[config.mk]
export PLATFORM = sky130hd
export DESIGN_NAME = step_clock_controller
export DESIGN_NICKNAME = d
export VERILOG_FILES = /design/src/rtl/step_ctrl_pkg.sv /design/src/rtl/button_debouncer.sv /design/src/rtl/step_clock_controller.sv
export SDC_FILE = /design/constraint.sdc
export NUM_CORES = 1
export LEC_CHECK = 0
export CELL_PAD_IN_SITES_DETAIL_PLACEMENT = 1
export CELL_PAD_IN_SITES_GLOBAL_PLACEMENT = 2
export CORE_UTILIZATION = 38
export CTS_CLUSTER_SIZE = 25
export DETAILED_ROUTE_END_ITERATION = 10
export PLACE_DENSITY = 0.87
export SKIP_CTS_REPAIR_TIMING = 1
export SYNTH_ARGS = -nofsm -noshare
export SYNTH_HDL_FRONTEND = slang
export SYNTH_SLANG_ARGS = --single-unit
[constraint.sdc]
create_clock -name clock -period 5.71 [get_ports clock]
set_input_delay 1.713 -clock clock [delete_from_list [all_inputs] [get_ports clock]]
set_output_delay 1.713 -clock clock [all_outputs]
set_load 0.05 [all_outputs]
[src/rtl/step_ctrl_pkg.sv]
// Shared definitions for the step clock controller: FSM state encoding,
// state/counter widths and the state-code decode used for the halted flag.
package step_ctrl_pkg;

  localparam int STATE_W      = 2;
  localparam int TICK_COUNT_W = 16;

  typedef enum logic [STATE_W-1:0] {
    S_STEP = 2'b00,
    S_RUN  = 2'b01,
    S_HALT = 2'b10
  } ctrl_state_e;

  // Both S_HALT and the unused code 2'b11 mean "halted", so only the MSB matters.
  function automatic logic is_halt_code(input logic [STATE_W-1:0] code);
    return code[STATE_W-1];
  endfunction

endpackage

[src/rtl/button_debouncer.sv]
// Push-button front end: two-flop synchronizer, stability counter that
// accepts a level change only after DEBOUNCE_CYCLES consecutive disagreeing
// samples, and a registered rising-edge pulse of the accepted level.
module button_debouncer #(
  parameter int DEBOUNCE_CYCLES = 1_000_000
) (
  input  logic clock_i,
  input  logic reset_i,
  input  logic button_n_i,
  output logic level_o,
  output logic press_o
);

  localparam int            CNT_W    = $clog2(DEBOUNCE_CYCLES);
  localparam logic [CNT_W-1:0] CNT_LAST = CNT_W'(DEBOUNCE_CYCLES - 1);

  logic             sync1_q;
  logic             sync2_q;
  logic [CNT_W-1:0] cnt_q;
  logic [CNT_W-1:0] cnt_d;
  logic             level_q;
  logic             level_d;
  logic             prev_q;
  logic             press_q;

  // Bring the active-low asynchronous button into the clock domain as "pressed".
  always_ff @(posedge clock_i) begin
    if (reset_i) begin
      sync1_q <= 1'b0;
      sync2_q <= 1'b0;
    end else begin
      sync1_q <= ~button_n_i;
      sync2_q <= sync1_q;
    end
  end

  // Count disagreeing samples; any agreeing sample restarts the count.
  always_comb begin
    level_d = level_q;
    cnt_d   = '0;
    if (sync2_q != level_q) begin
      if (cnt_q == CNT_LAST) begin
        level_d = ~level_q;
      end else begin
        cnt_d = cnt_q + 1'b1;
      end
    end
  end

  // Hold the accepted level and its stability counter.
  always_ff @(posedge clock_i) begin
    if (reset_i) begin
      cnt_q   <= '0;
      level_q <= 1'b0;
    end else begin
      cnt_q   <= cnt_d;
      level_q <= level_d;
    end
  end

  // One-cycle pulse on each accepted press (rising edge of the level).
  always_ff @(posedge clock_i) begin
    if (reset_i) begin
      prev_q  <= 1'b0;
      press_q <= 1'b0;
    end else begin
      prev_q  <= level_q;
      press_q <= level_q & ~prev_q;
    end
  end

  assign level_o = level_q;
  assign press_o = press_q;

endmodule

[src/rtl/step_clock_controller.sv]
// Processor pacing stage: turns the debounced step button and the run switch
// into a one-cycle proc_tick, with a terminal halt on instr_stop and a
// wrapping 16-bit count of issued ticks for the debug display.
module step_clock_controller
  import step_ctrl_pkg::*;
#(
  parameter int DEBOUNCE_CYCLES = 1_000_000,
  parameter int RUN_DIVIDE      = 25_000_000
) (
  input  logic                    clock,
  input  logic                    reset,
  input  logic                    step_button_n,
  input  logic                    run_mode,
  input  logic                    instr_stop,
  output logic                    proc_tick,
  output logic [TICK_COUNT_W-1:0] tick_count,
  output logic [STATE_W-1:0]      ctrl_state,
  output logic                    halted,
  output logic                    button_level
);

  localparam int               RATE_W    = $clog2(RUN_DIVIDE);
  localparam logic [RATE_W-1:0] RATE_LAST = RATE_W'(RUN_DIVIDE - 1);

  ctrl_state_e             state_q;
  logic [RATE_W-1:0]       rate_q;
  logic                    tick_q;
  logic [TICK_COUNT_W-1:0] tick_count_q;
  logic [TICK_COUNT_W-1:0] tick_count_d;
  logic                    press_pulse;
  logic                    level;

  button_debouncer #(
    .DEBOUNCE_CYCLES(DEBOUNCE_CYCLES)
  ) u_debouncer (
    .clock_i   (clock),
    .reset_i   (reset),
    .button_n_i(step_button_n),
    .level_o   (level),
    .press_o   (press_pulse)
  );

  // Mode FSM with the run-rate counter and the registered tick. Halt has top
  // priority so a tick due on the stop edge is suppressed; the rate counter
  // defaults to zero so it restarts on every entry into S_RUN.
  always_ff @(posedge clock) begin
    if (reset) begin
      state_q <= S_STEP;
      rate_q  <= '0;
      tick_q  <= 1'b0;
    end else begin
      tick_q <= 1'b0;
      rate_q <= '0;
      case (state_q)
        S_STEP: begin
          if (instr_stop) begin
            state_q <= S_HALT;
          end else if (run_mode) begin
            state_q <= S_RUN;
          end else begin
            tick_q <= press_pulse;
          end
        end
        S_RUN: begin
          if (instr_stop) begin
            state_q <= S_HALT;
          end else if (!run_mode) begin
            state_q <= S_STEP;
          end else if (rate_q == RATE_LAST) begin
            tick_q <= 1'b1;
          end else begin
            rate_q <= rate_q + 1'b1;
          end
        end
        S_HALT: begin
          state_q <= S_HALT;
        end
        default: begin
          state_q <= S_HALT;
        end
      endcase
    end
  end

  assign tick_count_d = tick_count_q + {{(TICK_COUNT_W-1){1'b0}}, tick_q};

  // Count every cycle in which the processor was advanced; wraps naturally.
  always_ff @(posedge clock) begin
    if (reset) begin
      tick_count_q <= '0;
    end else begin
      tick_count_q <= tick_count_d;
    end
  end

  assign proc_tick    = tick_q;
  assign tick_count   = tick_count_q;
  assign ctrl_state   = state_q;
  assign halted       = is_halt_code(state_q);
  assign button_level = level;

endmodule

## Word-level counts from Yosys, hierarchy flattened

Index checks and enable logic that the tools add are counted.

| operators by class | value |
|---|---|
| add/sub/neg operators | 3 |
| equal/unequal tests | 6 |
| mux-type cells | 11 |
| bitwise gates (word level) | 7 |
| reductions and logical operators | 5 |

Operator list:

| kind | count |
|---|---|
| adder 25 x 1 -> 25 bit, second input constant | 1 |
| == test 25 bit, second input constant | 1 |
| adder 20 x 1 -> 20 bit, second input constant | 1 |
| == test 20 bit, second input constant | 1 |
| adder 16 x 1 -> 16 bit | 1 |
| two-way mux 2 bit | 4 |
| inequality test 3 bit, second input constant | 2 |
| NOT 1 bit | 6 |
| two-way mux 1 bit | 5 |
| OR reduction 5 bit | 1 |
| case mux 2 bit (2 select lines) | 1 |
| AND reduction 2 bit | 2 |
| OR reduction 3 bit | 1 |
| == test 2 x 1 -> 1 bit, second input constant | 1 |
| zero test 2 bit | 1 |
| case mux 1 bit (2 select lines) | 1 |
| bitwise AND 1 bit | 1 |
| inequality test 1 bit | 1 |

| word-level totals | value |
|---|---|
| register bits | 69 |
| input port bits | 5 |
| output and inout bits | 21 |
| logic and storage cells | 42 |

## Depth between registers and ports, before layout

| depth | value |
|---|---|
| word-level depth | 5 |
| gate-level depth with buffers | 7 |
| mapped depth without buffers | 6 |

## Hierarchy

Synthesis repeated with hierarchy kept, for this count alone.

| unflattened totals | value |
|---|---|
| cells, all modules | 339 |
| area, all modules | 3057.9 um^2 |

Modules (own cells, without submodules):

| module | times used | cells an instance | area an instance (um^2) | seq. area each (um^2) |
|---|---|---|---|---|
| step_clock_controller | 1 | 224 | 1998.2 | 880.8 |
| button_debouncer | 1 | 115 | 1059.8 | 500.5 |

## Worst setup path after synthesis

OpenSTA, ideal clock, no wires.

| timing path | value |
|---|---|
| kind | reg-to-output |
| from | register state_q[1] (netlist: ctrl_state[1]) |
| to | output ctrl_state[1] |
| arrival | 0.934 ns |
| required time | 3.997 ns |
| setup slack | 3.063 ns |
| cell stages (with the launch flop) | 2 |
| buffers on the path | 1 |
| cell sequence | dfxtp_1 buf_4 |

RTL lines:

| element | line | source |
|---|---|---|
| start: declaration | step_clock_controller.sv:25 | `ctrl_state_e state_q;` |
| start signal: assignment | step_clock_controller.sv:48 | `state_q <= S_STEP;` |
| start signal: assignment | step_clock_controller.sv:57 | `state_q <= S_HALT;` |
| start signal: assignment | step_clock_controller.sv:59 | `state_q <= S_RUN;` |
| end: declaration | step_clock_controller.sv:17 | `output logic [STATE_W-1:0] ctrl_state,` |

No word-level cell between the ends.

## Final worst setup path

| timing path | value |
|---|---|
| from | register tick_count_q[4] (netlist: tick_count[4]) |
| to | output tick_count[4] |

RTL lines:

| element | line | source |
|---|---|---|
| start: declaration | step_clock_controller.sv:28 | `logic [TICK_COUNT_W-1:0] tick_count_q;` |
| start signal: assignment | step_clock_controller.sv:92 | `tick_count_q <= tick_count_d;` |
| end: declaration | step_clock_controller.sv:16 | `output logic [TICK_COUNT_W-1:0] tick_count,` |

No word-level cell between the ends.

==> flow_summary.yaml <==
drt:
  vias_per_cell: 5.38
  vias: 2574
  drtIter0Drc: 64
  wl_per_cell_um: 14.1
  drt_pass1_iterations: 4
  drc: 0
  top_layer_used: "met4"
  dr_wl_met3_um: 288
  dr_wl_met2_um: 2970
  routed_wl_um: 6720
  ant_nets: 0
  met1_length_um: 3360
final_layout:
  fillers: 920
  layout.nets: 380
  fin_cells: 478
  drive_gt1_share_pct: 6.38
  n_antenna_cell: 0
  seqCellArea_um2: 1380
  syn2layout_area_growth_pct: 18.5
  multi_input_comb_area_um2: 1590
power_and_ir_drop:
  p_leak_uw: 0.00111
  irDropWorstVdd_v: 0.000142
  cellPowerDensity_nw_per_um2: 261
synthesis:
  ys.flop_type: "dfxtp_1"
  ys_seq_area_share_pct: 45.3
  syn_inst: 345
  synth_edf_count: 0
  syn_avg_cell_area_um2: 8.84
  ys_async_sr_fraction_pct: 0
  ys_types: 39
  synth_seq_cells: 69
  synth.net_count: 354
  yosysWarnings: 0
  syn_area_um2: 3050
timing:
  fin_crit_sh_pct: 60.1
  fin_crit_ns: 3.43
  rsz0062_at_grt: "false"
  holdWs_ns: 0.389
  max-slew-margin-rel_pct: 65.5
  finalClockSkew_ns: 0.0103
  hold_viol: 0
  maxSlewViolCount: 0
  timing.fmax_mhz: 291
  finalSetupTns_ns: 0
  finalSetupViolCount: 0
  worst_slew_pin_slew_ns: 0.516
die:
  dieArea_um2: 8390
  rows: 32
  pin_count: 26
  core_area_um2: 7730
  floorplan.initialDensity_pct: 39.5
  die_h_um: 91.6
  die_w_um: 91.6
placed_design:
  dp_hpwl_um: 4670
  gp_congestion: 0.765
  dp.cells: 462
  portBuffers: 25
setup_path:
  reg2regPathDepth: 6
  endpoint: "tick_count[4]"
  cp-startpoint: "tick_count[4]"
  critical_path_depth: 1
  cp_max_fo: 8
  crit_path_start_kind: "flop"
  critPathBufInv: 1
  cp_top_family: "buffers and inverters"
  critical_path_arrival_ns: 1.72
  crit_type: "reg2out"
  required_ns: 4.00
  r2r_start: "rate_q[0]"
  reg2reg_setup_slack_ns: 3.55
  critPathMaxStageDelay_ns: 0.87
  r2r-end: "rate_q[18]"
  endpoint_kind: "output port"
  slowest_stage: "clkdlybuf4s50_1"
  crit_path_cell_trace: "clkdlybuf4s50_1"
global_route:
  grt_pass1_wl_um: 11700
  track_usage_pct: 17.5
  grt_start_max_net_pins: 25
  grt_pass1_vias: 2581
  grt_antenna_before_repair: 0
  grt_overflow: 0
run_status:
  run_status: "finished clean"
clock_network:
  clockBufferDepth: 2
  cts_tree: "yes"
  cts.htree.levels: 3
  clock-sinks: 69
  clk_pin_slew_worst_paths_ns: 0.08
  clock_latency_ns: 0.35
  cts_made_buffers: 9
  cts-root-buf: "clkbuf_8"
run:
  cap_viol_max_count: 0
worst_hold_path:
  min-delay-start: "u_debouncer.prev_q"
  hold_path_class: "reg2reg"
layer usage:
metal	track usage (%)	vias to the layer above
li1	-	1295
met1	22.7	1241
met2	27.4	32
met3	4.69	6
met4	7.14	0
met5	0	-
logic make-up after synthesis:
kind of cell / count (synthesis) / synth area share, %
buf+inv: 19 / 2.67
flops: 69 / 45.3
fa+ha+maj: 4 / 1.64
compound gates: 47 / 9.27
xor+xnor: 35 / 10.0
simple gates: 171 / 31.1
sequential cells by signal (all words and copies together), names as in the netlist:
register and cells:
u_debouncer.prev_q 1, u_debouncer.sync2_q 1, rate_q 25, u_debouncer.level_o 1, proc_tick 1, ctrl_state 2
tick_count 16, u_debouncer.sync1_q 1, u_debouncer.press_o 1, u_debouncer.cnt_q 20
report_power, final:
| group | switching (uW) | total (uW) | internal, uW | leakage (uW) |
|---|---|---|---|---|
| Clock | 196 | 444 | 248 | 0.000110 |
| Sequential | 1.21 | 484 | 482 | 0.000556 |
| Combinational | 10.4 | 16.9 | 6.44 | 0.000448 |
| Total | 208 | 945 | 737 | 0.00111 |
per-stage QoR:
| step | util [%] | area (um^2) | setup WS, ns | total power (uW) |
|---|---|---|---|---|
| floorplan | - | 3050 | 3.06 | 505 |
| global placement | 43.9 | 3390 | 2.31 | 512 |
| detailed placement | 43.9 | 3390 | 2.27 | 512 |
| CTS | 46.8 | 3610 | 2.24 | 960 |
| global route | 46.8 | 3610 | 2.21 | 978 |
| finish | 46.8 | 3610 | 2.28 | 945 |
worst min path at each step:
| stage | slack [ns] | to | cells after the start |
|---|---|---|---|
| floorplan | 0.37 | u_debouncer.press_o | 1 |
| global placement | 0.38 | u_debouncer.press_o | 1 |
| detailed placement | 0.38 | u_debouncer.press_o | 1 |
| CTS | 0.39 | u_debouncer.press_o | 1 |
| global route | 0.41 | u_debouncer.press_o | 1 |
| finish | 0.39 | u_debouncer.press_o | 1 |
Yosys cell counts, drive strengths merged, types with 4 or more instances:
cell | count | area (um^2)
a21oi | 21 | 105
or3 | 11 | 68.8
clkbuf | 7 | 26.3
nand4 | 17 | 121
inv | 6 | 22.5
and2 | 5 | 31.3
and3 | 7 | 43.8
o31ai | 10 | 80.1
ha | 4 | 50.1
o21ai | 11 | 55.1
nor2 | 42 | 158
and4 | 8 | 71.3
xnor2 | 14 | 123
nand2 | 18 | 67.6
nand3 | 23 | 115
or4 | 8 | 60.1
nor3 | 8 | 40.0
dfxtp | 69 | 1380
nor4 | 8 | 50.1
nor2b | 5 | 31.3
xor2 | 21 | 184
buf | 6 | 32.5
layout by cell type, fill, tap and decap left out, types with 6 or more instances in the layout:
cell             count
a21oi_1             21
nand3_1             23
nor4_1               8
and4_1               7
xnor2_1             14
dfxtp_1             69
nand4_1             16
xor2_1              21
clkbuf_8             9
inv_1                6
o21ai_0             10
or4_1                8
nor3_1               8
nor2_1              42
o31ai_1              9
and3_1               7
nand2_1             18
clkdlybuf4s50_1     25
or3_1               11
cell type report:
class / count / share of cell area (%)
Clock buffer: 9 / 3.43
Sequential cell: 69 / 38.2
Timing Repair Buffer: 28 / 7.55
Multi-Input combinational cell: 257 / 43.9
Tap cell: 102 / 3.53
Inverter: 6 / 0.623
Clock inverter: 7 / 2.73
Note: power is estimated with default switching activity, not from simulation.
